[src/rtl/mem_arbiter.sv]
// Two-port memory arbiter: a read-only fetch port and a load/store port share a
// single downstream memory interface. Grants alternate on ties, misaligned
// accesses are rejected without touching memory, and a stalled downstream
// access is aborted after TIMEOUT busy cycles.
module mem_arbiter #(
  parameter int XLEN    = 32,
  parameter int TIMEOUT = 16
) (
  input  logic            clk,
  input  logic            reset,
  // fetch port
  input  logic            if_req,
  input  logic [XLEN-1:0] if_addr,
  output logic            if_ready,
  output logic [XLEN-1:0] if_rdata,
  output logic            if_error,
  // load/store port
  input  logic            lsu_req,
  input  logic            lsu_we,
  input  logic [XLEN-1:0] lsu_addr,
  input  logic [XLEN-1:0] lsu_wdata,
  output logic            lsu_ready,
  output logic [XLEN-1:0] lsu_rdata,
  output logic            lsu_error,
  // downstream memory
  output logic            mem_req,
  output logic            mem_we,
  output logic [XLEN-1:0] mem_addr,
  output logic [XLEN-1:0] mem_wdata,
  input  logic            mem_ready,
  input  logic [XLEN-1:0] mem_rdata,
  input  logic            mem_error,
  output logic            busy
);

  typedef enum logic [1:0] {IDLE, BUSY, RESP} state_t;

  state_t      state;
  state_t      state_next;
  logic        port;        // port of the transaction in flight: 0 fetch, 1 LSU
  logic        last_grant;  // port granted most recently: 0 fetch, 1 LSU
  logic [7:0]  count;       // BUSY cycles elapsed without mem_ready

  logic            grant;
  logic            grant_lsu;
  logic [XLEN-1:0] sel_addr;
  logic            misaligned;
  logic            expire;

  // Arbitration: a lone requester wins outright; on a tie the port that was
  // not served last wins.
  assign grant      = (state == IDLE) && (if_req || lsu_req);
  assign grant_lsu  = lsu_req && (!if_req || !last_grant);
  assign sel_addr   = grant_lsu ? lsu_addr : if_addr;
  assign misaligned = (sel_addr[1:0] != 2'b00);
  assign expire     = (count == 8'(TIMEOUT - 1));

  assign mem_req   = (state == BUSY);
  assign busy      = (state != IDLE);
  assign if_ready  = (state == RESP) && !port;
  assign lsu_ready = (state == RESP) && port;

  // Next-state logic; mem_ready takes priority over the timeout expiry.
  always_comb begin
    state_next = state;
    case (state)
      IDLE: begin
        if (grant) begin
          state_next = misaligned ? RESP : BUSY;
        end
      end
      BUSY: begin
        if (mem_ready || expire) begin
          state_next = RESP;
        end
      end
      RESP:    state_next = IDLE;
      default: state_next = IDLE;
    endcase
  end

  // State register, request latches, timeout counter and per-port response
  // registers (which hold their value between ready pulses).
  always_ff @(posedge clk) begin
    if (reset) begin
      state      <= IDLE;
      port       <= 1'b0;
      last_grant <= 1'b0;
      count      <= 8'd0;
      mem_we     <= 1'b0;
      mem_addr   <= '0;
      mem_wdata  <= '0;
      if_rdata   <= '0;
      if_error   <= 1'b0;
      lsu_rdata  <= '0;
      lsu_error  <= 1'b0;
    end else begin
      state <= state_next;
      if (grant) begin
        port       <= grant_lsu;
        last_grant <= grant_lsu;
        count      <= 8'd0;
        mem_we     <= grant_lsu & lsu_we;
        mem_addr   <= sel_addr;
        mem_wdata  <= grant_lsu ? lsu_wdata : '0;
        // Misaligned accesses are answered immediately with an error.
        if (misaligned) begin
          if (grant_lsu) begin
            lsu_rdata <= '0;
            lsu_error <= 1'b1;
          end else begin
            if_rdata <= '0;
            if_error <= 1'b1;
          end
        end
      end else if (state == BUSY) begin
        if (mem_ready) begin
          if (port) begin
            lsu_rdata <= mem_rdata;
            lsu_error <= mem_error;
          end else begin
            if_rdata <= mem_rdata;
            if_error <= mem_error;
          end
        end else if (expire) begin
          if (port) begin
            lsu_rdata <= '0;
            lsu_error <= 1'b1;
          end else begin
            if_rdata <= '0;
            if_error <= 1'b1;
          end
        end else begin
          count <= count + 8'd1;
        end
      end
    end
  end

endmodule
[config.mk]
export PLATFORM = sky130hd
export DESIGN_NAME = mem_arbiter
export DESIGN_NICKNAME = d
export VERILOG_FILES = /design/src/rtl/mem_arbiter.sv
export SDC_FILE = /design/constraint.sdc
export NUM_CORES = 1
export LEC_CHECK = 0
export CAP_MARGIN = 20
export CORE_ASPECT_RATIO = 2
export CORE_MARGIN = 5
export CORE_UTILIZATION = 30
export CTS_CLUSTER_DIAMETER = 150
export CTS_CLUSTER_SIZE = 16
export DETAILED_ROUTE_END_ITERATION = 6
export HOLD_SLACK_MARGIN = 0.12
export REMOVE_ABC_BUFFERS = 1
export SKIP_LAST_GASP = 1
export SYNTH_ARGS = -nofsm -noshare
export SYNTH_HDL_FRONTEND = slang
export SYNTH_SLANG_ARGS = --single-unit
export TNS_END_PERCENT = 30
[constraint.sdc]
create_clock -name clk -period 2.9 [get_ports clk]
set_clock_uncertainty 0.2 [all_clocks]
set_input_delay 0.87 -clock clk [delete_from_list [all_inputs] [get_ports clk]]
set_output_delay 0.87 -clock clk [all_outputs]
set_load 0.01 [all_outputs]
==> results of run 1 <==
-- cell usage in the layout, fill, tap and decap left out, types with 4 or more instances in the layout --
cell and n:
a22o_1 33, clkinv_4 4, nand2_1 34, a211oi_1 32, nand4_1 4, buf_4 17
clkbuf_16 17, clkdlybuf4s50_1 268, buf_12 5, nand2b_1 65, xor2_1 6, dfxtp_1 142
nor2_1 48, bufinv_16 5, mux2i_1 97
-- synthesized netlist by cell type, types with 2 or more instances --
cell / instances
dfxtp_1: 142
mux2i_1: 97
nand2b_1: 65
nor2_1: 48
nand2_1: 34
a22o_1: 33
a211oi_1: 32
clkbuf_1: 20
buf_2: 9
xor2_1: 6
buf_1: 4
buf_8: 4
nand4_1: 4
and2_1: 3
and3_1: 3
nor2b_1: 3
a31oi_1: 2
buf_6: 2
inv_1: 2
mux2_1: 2
nor2_8: 2
-- worst max-delay path: cells and delay by family (launching register included) --
kind / cells / cell delay (ps)
DFF: 1 / 480
and+or+nand+nor: 1 / 100
buffers and inverters: 2 / 710
-- state kept, by name (all words and copies together), names as in the netlist --
| name | cells |
|---|---|
| mem_we | 1 |
| mem_addr | 32 |
| last_grant | 1 |
| lsu_rdata | 32 |
| if_rdata | 32 |
| mem_wdata | 32 |
| lsu_error | 1 |
| count | 8 |
| if_error | 1 |
| state | 2 |
-- power by group --
group          total, mW  internal (mW)  switching, mW
Clock               2.40           1.56          0.844
Combinational       1.07          0.606          0.460
Sequential          2.15           2.08         0.0754
Total               5.62           4.24           1.38
-- cell families (layout without fill, tap and decap cells) --
| kind of cell | after synthesis | in the layout | synth area share [%] |
|---|---|---|---|
| multiplexers | 100 | 100 | 17.7 |
| AO/OA/AOI/OAI | 74 | 74 | 11.0 |
| AND/OR/NAND/NOR | 172 | 172 | 16.1 |
| buffers and inverters | 42 | 325 | 4.08 |
| adder cells (fa/ha/maj) | 1 | 1 | 0.219 |
| XOR/XNOR | 7 | 7 | 1.08 |
| flip-flops | 142 | 142 | 49.9 |
-- routing by layer --
layer	wire length [um]	part of all wire, %
met5	0	0
met4	608	3.3
met3	1040	5.6
met2	10400	56
met1	6440	35
-- cell type report --
| type | count | share of cell area, % |
|---|---|---|
| clock buffer | 20 | 4.76 |
| multi-input combinational | 354 | 28.2 |
| sequential | 142 | 30.3 |
| clock inverter | 12 | 2.23 |
| timing repair buffer | 291 | 31.1 |
| tap | 255 | 3.40 |
| inverter | 2 | 0.0800 |
-- through the flow --
step                cells  setup slack [ps]
floorplan             498             -2120
global placement     1044             -58.5
detailed placement   1044              -148
CTS                  1076              64.5
global route         1076              32.4
finish               1076               121
-- worst max path at each step --
| stage | depth (start not counted) | end | start | slack, ps |
|---|---|---|---|---|
| floorplan | 3 | mem_wdata[0] | lsu_req | -2120 |
| global placement | 7 | if_rdata[22] | if_req | -60 |
| detailed placement | 7 | if_rdata[18] | if_req | -150 |
| CTS | 3 | busy | state[0] | 60 |
| global route | 3 | busy | state[0] | 30 |
| finish | 3 | busy | state[0] | 120 |
-- timing repair --
action	in CTS	in global routing
endpoints found under the setup margin	0	1
resized for setup	0	1
hold buffers	0	0
==> flow_metrics.py, run 1 <==
metrics = {
    "grt": {
        "grt_busiest_layer": "met2",
        "use_met2_pct": 31.4,
        "grt_pass1_wl_mm": 28.2,
        "grt_pass1_vias": 5286,
        "grt_use_met1_pct": 16.3,
        "antenna_found_initial": 0,
        "grt_overflow": 0,
        "grt_max_degree": 35,
        "track_usage_pct": 16.5,
        "grt_util_met3_pct": 3.85,
    },
    "routing": {
        "post_drt_via_cell_ratio": 4.55,
        "wl_per_cell_um": 17.2,
        "vias": 4892,
        "antenna_left": 0,
        "drcViolationCount": 0,
        "wl_mm": 18.5,
        "dr.first_iter.drc_count": 101,
        "first_pass_iters": 4,
    },
    "placement": {
        "place_hpwl_mm": 14.5,
        "place.gp.congestion": 0.834,
        "placedInstanceArea_mm2": 0.00873,
        "port_buffers": 269,
    },
    "cts": {
        "clockRootBuffer": "clkbuf_16",
        "htreeDepth": 4,
        "cts_buffers": 17,
        "cts_buffer_depth": 2,
        "cts_sinks": 142,
        "insertion_delay_ps": 410,
        "clk_pin_slew_ps": 60,
        "tritoncts": "built",
        "cts_setup_buffers": 0,
    },
    "final_layout": {
        "final_util_pct": 50.1,
        "fill_cells": 1738,
        "seq_area_mm2": 0.00284,
        "multi_input_area_mm2": 0.00265,
        "syn_to_final_growth_pct": 64.7,
        "design_area_mm2": 0.00939,
        "drive_gt1_share_pct": 7.92,
        "fin_nets": 944,
        "antennaDiodeCount": 0,
    },
    "floorplanning": {
        "start_util_pct": 30.4,
        "die-height_um": 205,
        "rows": 71,
        "num_io_pins": 270,
        "core_area_mm2": 0.0187,
        "dieArea_mm2": 0.0220,
        "fp.dieW_um": 107,
    },
    "synth": {
        "synth_area_per_cell_um2": 10.6,
        "ys_ff_latch": 142,
        "synth_cells": 538,
        "seq_area_frac_synth_pct": 49.9,
        "synth_edf_count": 0,
        "yosys-top-cells-area": "dfxtp_1 (50%), mux2i_1 (17%), nand2b_1 (7.1%)",
        "yosys.area.top_type_share_pct": 49.9,
        "yosysTopAreaCell": "dfxtp_1",
        "synth_cell_type_count": 42,
        "synthesis.area_mm2": 0.00570,
        "yosysWarnings": 0,
        "async_flop_share_pct": 0,
        "synth-main-ff-cell": "dfxtp_1",
    },
    "critical_path": {
        "worstPathMaxFanout": 8,
        "crit-reg2reg-launch": "count[4]",
        "r2r_setup_slack_ps": 780,
        "cp_data_arrival_time_ps": 1710,
        "cpMaxStageDelayCell": "clkdlybuf4s50_1",
        "worstPathCellList": "nor2_4 -> inv_1 -> clkdlybuf4s50_1",
        "rr_endpoint": "if_rdata[18]",
        "reg2reg_depth": 6,
        "cp_slowest_stage_delay_ps": 580,
        "required_ps": 1830,
        "critPathLaunchType": "register",
        "critPathCaptureType": "output port",
        "critical_path_class": "register to output port",
    },
    "min_path": {
        "hold_depth": 2,
        "hold_path.class": "register to register",
        "min-delay-start": "lsu_rdata[30]",
        "worstHoldEndpoint": "lsu_rdata[30]",
    },
    "status": {
        "status": "complete, no violations",
    },
    "sta": {
        "fin_crit_ps": 2780,
        "slew_violations": 0,
        "tns_ps": 0,
        "hold_violations": 0,
        "fmax_mhz": 360,
        "finalCritPeriodShare_pct": 95.8,
        "rsz0062_at_grt": "no",
        "setup_viol": 0,
        "hold_slack_ps": 270,
        "worst_pin_slew_ps": 546,
        "slew_headroom_pct": 63.4,
    },
    "power": {
        "power.total_mw": 5.62,
        "p_per_area_mw_per_mm2": 599,
        "power.static_leakage_nw": 3.53,
        "max-vdd-ir-drop_mv": 0.346,
    },
    "run": {
        "maxCapViolCount": 0,
    },
}
(Power assumes the default switching activity.)
==> run 2: changes to the inputs <==
SLEW_MARGIN = 20   (was default)
==> results of run 2 <==
Same layout as run 1: the final DEF is identical, and so are final timing and power.
==> run 3: changes to the inputs <==
CTS_CLUSTER_DIAMETER = default   (was 150)
SKIP_LAST_GASP = default   (was 1)
==> results of run 3 <==
Same layout as run 1: the final DEF is identical, and so are final timing and power.
